[config.mk]
export PLATFORM = sky130hd
export DESIGN_NAME = fft8_out_serializer_flat
export DESIGN_NICKNAME = d
export VERILOG_FILES = /design/src/rtl/fft8_out_serializer_if.sv /design/src/rtl/fft8_out_serializer.sv /design/src/flat_wrapper.sv
export SDC_FILE = /design/constraint.sdc
export NUM_CORES = 1
export LEC_CHECK = 0
export BUFFER_PORTS_ARGS = -buffer_cell sky130_fd_sc_hd__buf_4
export CORE_UTILIZATION = 45
export CTS_CLUSTER_DIAMETER = 200
export CTS_CLUSTER_SIZE = 25
export DETAILED_ROUTE_END_ITERATION = 6
export GPL_TIMING_DRIVEN = 1
export PLACE_DENSITY = 0.7
export SLEW_MARGIN = 20
export SYNTH_ARGS = -nofsm -noshare
export SYNTH_HDL_FRONTEND = slang
export SYNTH_SLANG_ARGS = --single-unit
[constraint.sdc]
create_clock -name clk_i -period 3.1 [get_ports clk_i]
set_clock_uncertainty 0.2 [all_clocks]
set_input_delay 0.62 -clock clk_i [delete_from_list [all_inputs] [get_ports clk_i]]
set_output_delay 0.62 -clock clk_i [all_outputs]
set_load 0.005 [all_outputs]
[src/rtl/fft8_out_serializer_if.sv]
// Handshake bundle for the FFT8 output serializer: parallel 8-point frame in, one sample per beat
// out. The slave modport is the serializer's view; master is the driver/consumer side.
interface fft8_out_serializer_if #(
  parameter int unsigned DW = 32
);
  logic          in_valid;
  logic          in_ready;
  logic [DW-1:0] in_real [8];
  logic [DW-1:0] in_imag [8];
  logic          out_valid;
  logic          out_ready;
  logic [DW-1:0] out_real;
  logic [DW-1:0] out_imag;
  logic [2:0]    out_index;
  logic          out_last;
  logic          busy;

  modport slave (
    input  in_valid, in_real, in_imag, out_ready,
    output in_ready, out_valid, out_real, out_imag, out_index, out_last, busy
  );

  modport master (
    output in_valid, in_real, in_imag, out_ready,
    input  in_ready, out_valid, out_real, out_imag, out_index, out_last, busy
  );
endinterface

[src/rtl/fft8_out_serializer.sv]
// Captures one parallel 8-point butterfly frame and replays it as 8 serial valid/ready beats,
// in natural or 3-bit bit-reversed slot order. Frames stream back-to-back without a bubble.
module fft8_out_serializer #(
  parameter int unsigned DW     = 32,
  parameter bit          BITREV = 1'b0
) (
  input  logic                  clk_i,
  input  logic                  rst_ni,
  fft8_out_serializer_if.slave  bus
);

  typedef enum logic [0:0] {StIdle, StSend} state_e;

  state_e        state_q;
  logic [2:0]    cnt_q;
  logic [DW-1:0] re_q [8];
  logic [DW-1:0] im_q [8];
  logic          out_valid_q;
  logic [DW-1:0] out_real_q;
  logic [DW-1:0] out_imag_q;
  logic [2:0]    out_index_q;
  logic          out_last_q;

  logic       accept;
  logic       beat_done;
  logic [2:0] cnt_nxt;
  logic [2:0] slot_nxt;

  function automatic logic [2:0] slot_of(input logic [2:0] c);
    return BITREV ? {c[0], c[1], c[2]} : c;
  endfunction

  // The last beat of a frame frees the buffer in the same cycle, so the next frame lands gap-free.
  assign bus.in_ready = rst_ni && ((state_q == StIdle) ||
                                   ((state_q == StSend) && (cnt_q == 3'd7) && bus.out_ready));
  assign accept    = bus.in_valid && bus.in_ready;
  assign beat_done = out_valid_q && bus.out_ready;
  assign cnt_nxt   = cnt_q + 3'd1;
  assign slot_nxt  = slot_of(cnt_nxt);

  always_ff @(posedge clk_i or negedge rst_ni) begin
    if (!rst_ni) begin
      state_q     <= StIdle;
      cnt_q       <= '0;
      for (int k = 0; k < 8; k++) begin
        re_q[k] <= '0;
        im_q[k] <= '0;
      end
      out_valid_q <= 1'b0;
      out_real_q  <= '0;
      out_imag_q  <= '0;
      out_index_q <= '0;
      out_last_q  <= 1'b0;
    end else if (accept) begin
      state_q <= StSend;
      cnt_q   <= '0;
      for (int k = 0; k < 8; k++) begin
        re_q[k] <= bus.in_real[k];
        im_q[k] <= bus.in_imag[k];
      end
      // Slot 0 maps to itself in both orders.
      out_valid_q <= 1'b1;
      out_real_q  <= bus.in_real[0];
      out_imag_q  <= bus.in_imag[0];
      out_index_q <= 3'd0;
      out_last_q  <= 1'b0;
    end else if (beat_done) begin
      if (cnt_q == 3'd7) begin
        // Data and index keep their last values while idle.
        state_q     <= StIdle;
        out_valid_q <= 1'b0;
        out_last_q  <= 1'b0;
      end else begin
        cnt_q       <= cnt_nxt;
        out_real_q  <= re_q[slot_nxt];
        out_imag_q  <= im_q[slot_nxt];
        out_index_q <= slot_nxt;
        out_last_q  <= (cnt_nxt == 3'd7);
      end
    end
  end

  assign bus.out_valid = out_valid_q;
  assign bus.out_real  = out_real_q;
  assign bus.out_imag  = out_imag_q;
  assign bus.out_index = out_index_q;
  assign bus.out_last  = out_last_q;
  assign bus.busy      = (state_q == StSend);

endmodule

[src/flat_wrapper.sv]
// flat-port wrapper written by rule: the top's interface ports become plain ports
module fft8_out_serializer_flat 
#(
  parameter int unsigned DW     = 32,
  parameter bit          BITREV = 1'b0
)
  (clk_i, rst_ni, bus_in_valid, bus_in_real, bus_in_imag, bus_out_ready, bus_in_ready, bus_out_valid, bus_out_real, bus_out_imag, bus_out_index, bus_out_last, bus_busy);
  fft8_out_serializer_if #(.DW(DW)) bus_i ();
  input  logic clk_i;
  input  logic rst_ni;
  input wire logic [$bits(bus_i.in_valid)-1:0] bus_in_valid;
  input wire logic [$bits(bus_i.in_real)-1:0] bus_in_real;
  input wire logic [$bits(bus_i.in_imag)-1:0] bus_in_imag;
  input wire logic [$bits(bus_i.out_ready)-1:0] bus_out_ready;
  output wire logic [$bits(bus_i.in_ready)-1:0] bus_in_ready;
  output wire logic [$bits(bus_i.out_valid)-1:0] bus_out_valid;
  output wire logic [$bits(bus_i.out_real)-1:0] bus_out_real;
  output wire logic [$bits(bus_i.out_imag)-1:0] bus_out_imag;
  output wire logic [$bits(bus_i.out_index)-1:0] bus_out_index;
  output wire logic [$bits(bus_i.out_last)-1:0] bus_out_last;
  output wire logic [$bits(bus_i.busy)-1:0] bus_busy;
  assign bus_i.in_valid = bus_in_valid;
  assign bus_i.in_real = {>>{bus_in_real}};
  assign bus_i.in_imag = {>>{bus_in_imag}};
  assign bus_i.out_ready = bus_out_ready;
  assign bus_in_ready = bus_i.in_ready;
  assign bus_out_valid = bus_i.out_valid;
  assign bus_out_real = bus_i.out_real;
  assign bus_out_imag = bus_i.out_imag;
  assign bus_out_index = bus_i.out_index;
  assign bus_out_last = bus_i.out_last;
  assign bus_busy = bus_i.busy;
  fft8_out_serializer #(.DW(DW), .BITREV(BITREV)) u_core (.clk_i(clk_i), .rst_ni(rst_ni), .bus(bus_i));
endmodule
==> results of run 1 <==
[cell families after synthesis]
kind of cell,after synthesis,synth area share
simple gates,1626,0.2419
flops,581,0.5641
buf+inv,175,0.03539
compound gates,158,0.04529
mux,128,0.1118
fa+ha+maj,3,0.001457
[metrics by stage]
| stage | instances | utilization | power (W) |
|---|---|---|---|
| floorplan | 2671 | - | 0.02125 |
| global placement | 3889 | 0.5458 | 0.02518 |
| detailed placement | 3889 | 0.5458 | 0.02569 |
| CTS | 3974 | 0.5681 | 0.02975 |
| global route | 3975 | 0.5683 | 0.03155 |
| finish | 3976 | 0.5683 | 0.02952 |
[final timing paths]
path	startpoint	to	slack, ns	cells past startpoint
worst max-delay path	u_core.bus.out_index[0]	bus_in_ready	0.07	5
worst min-delay path	bus_in_real[20]	u_core.re_q[20]	0.03	3
worst max register to register	u_core.bus.out_index[0]	u_core.bus.out_real[2]	0.30	6
worst min register to register	u_core.re_q[111]	u_core.re_q[111]	0.28	2
max in group asynchronous	rst_ni	u_core.bus.out_index[0]	1.12	3
min in group asynchronous	rst_ni	u_core.re_q[226]	0.32	2
[where the power goes]
part	total [W]	switching (W)	internal, W
clock	0.00395	0.00237	0.00158
sequential	0.0132	0.00209	0.0111
combinational	0.0124	0.00624	0.00613
[metal layers]
metal,up-vias,GRT usage
met1,10427,0.3799
met3,104,0.05823
met4,4,0.07058
li1,9643,-
met5,-,0
met2,886,0.4365
[flip-flops by register name (all words and copies together) (netlist names)]
| name | count |
|---|---|
| u_core.bus.out_imag | 32 |
| u_core.bus.out_index | 3 |
| u_core.bus.out_last | 1 |
| u_core.bus.out_real | 32 |
| u_core.bus.out_valid | 1 |
| u_core.im_q | 256 |
| u_core.re_q | 256 |
[final cells by class]
cell class	count	share of cell area
sequential	581	0.4529
tap	756	0.02946
inverter	1	0.0001169
timing repair buffer	693	0.1722
multi-input combinational	1915	0.3234
clock buffer	28	0.02116
clock inverter	1	0.0006235
antenna	1	0.00007794
[worst register-to-register path: stages, from the launching register on]
cell and delay [ns]:
dfrtp_4 0.53, ha_1 0.24, ha_4 0.32, buf_12 0.23
and2_2 0.87, a22oi_1 0.22, nand3_1 0.13
[layout by cell type (no fill, tap or decap), types with 4 or more instances in the layout]
cell	instances
nand2_1	1566
buf_4	621
dfrtp_1	580
mux4_2	128
dlygate4sd3_1	57
o21ai_0	41
a22oi_1	41
nor2b_1	37
o21ai_1	36
a211oi_2	33
clkbuf_16	27
nand3_1	15
buf_12	14
a211oi_1	4
[timing repair]
item                                    4_1_cts  5_1_grt
endpoints found under the setup margin        1        0
hold buffers                                 56        1
setup buffers                                 0        0
endpoints found under the hold margin        69        1
resized for setup                             1        0
==> flow_metrics.tcl, run 1 <==
set metrics [dict create \
    status "complete, no violations" \
    worstSkewPairLatency_ns 0.58 \
    avgSynthCellArea_um2 9.649 \
    grt_pass1_wl_um 120100 \
    hold_class "input pin to register" \
    wirelength_um 79580 \
    io_buffer_count 586 \
    maxSlewViolCount 0 \
    area_delta_synth_final_pct 24.57 \
    firstDrtPassIters 5 \
    clock-sinks 581 \
    crit_family "flip-flops" \
    syn_inst 2671 \
    tightest_slew_ns 0.9974 \
    ys_seq_elements 581 \
    via_per_inst 5.298 \
    synthArstFlopShare 1.000 \
    cap_violations 0 \
    core_area_um2 56500 \
    preCtsSetupSlack_ns 0.2981 \
    numCtsBuffers 27 \
    grt_overflow_total 0 \
    critPathLaunchType "register" \
    ys_types 26 \
    arrival_ns 2.21 \
    ant_nets 0 \
    max_stage_delay_ns 0.53 \
    crit_slowest_cell "dfrtp_4" \
    tns_ns 0 \
    die_x_um 241.3 \
    seq_area_um2 14540 \
    io_pins 587 \
    final.setup.worst_slack_ns 0.06867 \
    slew_headroom 0.3350 \
    routabilityCongestion 0.8927 \
    synth_edf_count 0 \
    die_h_um 241.3 \
    netlist_area_um2 25770 \
    hold_violations 0 \
    crit_fanout 5 \
    grtUsageTotal 0.2729 \
    worst_setup_path_end_kind "output port" \
    fin_nets 3738 \
    antenna_found_initial 2 \
    fmax_ghz 0.3299 \
    clockBufferDepth 3 \
    multi_input_area_um2 10390 \
    wl_per_cell_um 20.01 \
    synthTopCellsByArea "dfrtp_1 56%, nand2_1 23%, mux4_2 11%" \
    syn_nets 3190 \
    setup_viol 0 \
    vdd.ir_drop.worst_uv 876.1 \
    ys_warn_count 0 \
    yosysTopAreaCell "dfrtp_1" \
    synth_ff_type "dfrtp_1" \
    row_count 87 \
    place_area_um2 30830 \
    dr_wl_met2_um 37360 \
    wirelength_met1_um 33160 \
    fin_area_um2 32110 \
    grt_max_degree 182 \
    cts_tree "built" \
    num-fill-cells 4940 \
    drive_gt1_frac 0.2600 \
    first_global_vias 21299 \
    fin_crit_ns 3.031 \
    path_buf_inv 1 \
    synth.most_common_cell "nand2_1" \
    routed.top_layer "met5" \
    initial_core_util 0.4562 \
    crit_type "register to output port" \
    power.density_nw_per_um2 919.3 \
    root_buffer "clkbuf_16" \
    p_leak_nw 16.63 \
    drtIter0Drc 1845 \
    die_area_um2 58240 \
    met3_length_um 6890 \
    htreeDepth 1 \
    path_cells "ha_1 -> ha_4 -> a21bo_2 -> and2_2 -> buf_4" \
    seq_area_frac_synth 0.5641 \
    period_share 0.9778 \
    drcViolationCount 0 \
    whs_ns 0.02829 \
    clk_pin_slew_ns 0.10 \
    required_ns 2.28 \
    synth_common_cells "1566 x nand2_1, 581 x dfrtp_1, 128 x mux4_2" \
    rsz0062_at_grt "false" \
    num_vias 21064 \
    dp_hpwl_um 56750 \
    synth_top_cell_area_share 0.5641 \
]
Power figures use the tool's default switching activity.
==> run 2: changes to the inputs <==
--- a/config.mk
+++ b/config.mk
@@ -12,2 +12,3 @@
 export DETAILED_ROUTE_END_ITERATION = 6
+export GPL_ROUTABILITY_DRIVEN = 0
 export GPL_TIMING_DRIVEN = 1
--- a/constraint.sdc
+++ b/constraint.sdc
@@ -4,2 +4,2 @@
 set_output_delay 0.62 -clock clk_i [all_outputs]
-set_load 0.005 [all_outputs]
+set_load 0.05 [all_outputs]
==> flow_metrics.tcl, run 2 (synthesis results as in run 1) <==
set metrics [dict create \
    hold_class "input pin to register" \
    grtUsageTotal 0.2670 \
    tightest_slew_ns 1.109 \
    num-fill-cells 4871 \
    preCtsSetupSlack_ns 0.3495 \
    crit_type "register to output port" \
    die_area_um2 58240 \
    clk_pin_slew_ns 0.10 \
    ant_nets 0 \
    seq_area_um2 14540 \
    slew_headroom 0.2589 \
    fin_crit_ns 3.013 \
    clockBufferDepth 3 \
    wirelength_um 78740 \
    reg2reg_depth 5 \
    core_area_um2 56500 \
    vdd.ir_drop.worst_uv 610.7 \
    cap_violations 0 \
    setup_viol 0 \
    reg2reg_to "u_core.bus.out_imag[14]" \
    layout_commonest_cell "nand2_1" \
    root_buffer "clkbuf_16" \
    area_delta_synth_final_pct 25.41 \
    htreeDepth 1 \
    fin_area_um2 32320 \
    dp_hpwl_um 56800 \
    first_global_vias 21244 \
    period_share 0.9720 \
    required_ns 2.28 \
    fin_nets 3752 \
    multi_input_area_um2 10390 \
    grt_pass1_wl_um 118000 \
    initial_core_util 0.4562 \
    min_path_cells 3 \
    reg2reg_from "u_core.bus.out_index[0]" \
    num_vias 21015 \
    drcViolationCount 0 \
    io_pins 587 \
    die_h_um 241.3 \
    drive_gt1_frac 0.2635 \
    numCtsBuffers 27 \
    drtIter0Drc 1690 \
    tns_ns 0 \
    maxSlewViolCount 0 \
    place_area_um2 30990 \
    rsz0062_at_grt "false" \
    grt_overflow_total 0 \
    row_count 87 \
    io_buffer_count 586 \
    worst_setup_path_end_kind "output port" \
    p_leak_nw 16.75 \
    final_cell_mix "1566 x nand2_1, 629 x buf_4, 580 x dfrtp_1, 128 x mux4_2, 56 x dlygate4sd3_1" \
    hold_violations 0 \
    cts_tree "built" \
    antenna_found_initial 2 \
    wl_per_cell_um 19.74 \
    rrSetupSlack_ns 0.33 \
    hold_end "u_core.re_q[149]" \
    hp-start "bus_in_real[149]" \
    final.setup.worst_slack_ns 0.08682 \
    status "complete, no violations" \
    via_per_inst 5.268 \
    p_total_w 0.03126 \
    critPathLaunchType "register" \
    power.density_nw_per_um2 967.1 \
    firstDrtPassIters 5 \
    reg_top3 "u_core.im_q x256, u_core.re_q x256" \
    arrival_ns 2.19 \
    die_x_um 241.3 \
    fmax_ghz 0.3319 \
    worstSkewPairLatency_ns 0.59 \
    crit_fanout 5 \
    clock-sinks 581 \
    post_cts_buffers 0 \
    grt_max_degree 190 \
    antennaDiodeCount 0 \
]
==> run 2: worst max-delay path by stage <==
stage                             from  cells after the start  slack (ns)                      end
5_1_grt        u_core.bus.out_index[0]                      5        0.02             bus_in_ready
3_5_place_dp   u_core.bus.out_index[0]                      6        0.35  u_core.bus.out_imag[17]
3_3_place_gp   u_core.bus.out_index[0]                      5        0.42   u_core.bus.out_imag[4]
4_1_cts        u_core.bus.out_index[0]                      3        0.03         bus_out_index[0]
2_1_floorplan  u_core.bus.out_index[0]                     10        0.08  u_core.bus.out_imag[21]
6_report       u_core.bus.out_index[0]                      5        0.09             bus_in_ready
==> run 2: repair_timing <==
item	in CTS	in global routing
endpoints found under the hold margin	113	0
hold buffers	56	0
resized for setup	3	1
endpoints found under the setup margin	2	1
cloned	0	1
pin swaps	0	0
==> run 2: critical path: stages, from the launching register on <==
cell and delay, ns:
dfrtp_4 0.52, ha_1 0.24, ha_4 0.17, a21bo_2 0.27, and2_4 0.20, buf_4 0.19
==> run 2: through the flow <==
stage                 util  hold slack, ns  cells
floorplan                -          0.1244   2671
detailed placement  0.5486          0.2565   3902
finish              0.5721         0.01577   3989
CTS                 0.5711      0.00002515   3987
global route        0.5721        0.004084   3989
global placement    0.5486          0.2517   3902
==> run 2: area by class of cell <==
type / instances / area share
sequential: 581 / 0.4499
multi-input combinational: 1915 / 0.3213
timing repair buffer: 707 / 0.1778
tap: 756 / 0.02926
clock buffer: 28 / 0.02102
clock inverter: 1 / 0.0006193
inverter: 1 / 0.0001161
==> run 2: where the power goes <==
| part | switching (W) | internal (W) | total, W | leakage, nW |
|---|---|---|---|---|
| sequential | 0.00214 | 0.0111 | 0.0132 | 7.22 |
| combinational | 0.00771 | 0.00634 | 0.0141 | 9.18 |
| clock | 0.00238 | 0.00158 | 0.00396 | 0.344 |
==> run 2: per-layer routing <==
| layer | GRT usage | part of all wire |
|---|---|---|
| met5 | 0 | 0.00036 |
| met2 | 0.4299 | 0.47 |
| met3 | 0.05549 | 0.082 |
| met4 | 0.07768 | 0.030 |
| met1 | 0.3672 | 0.41 |
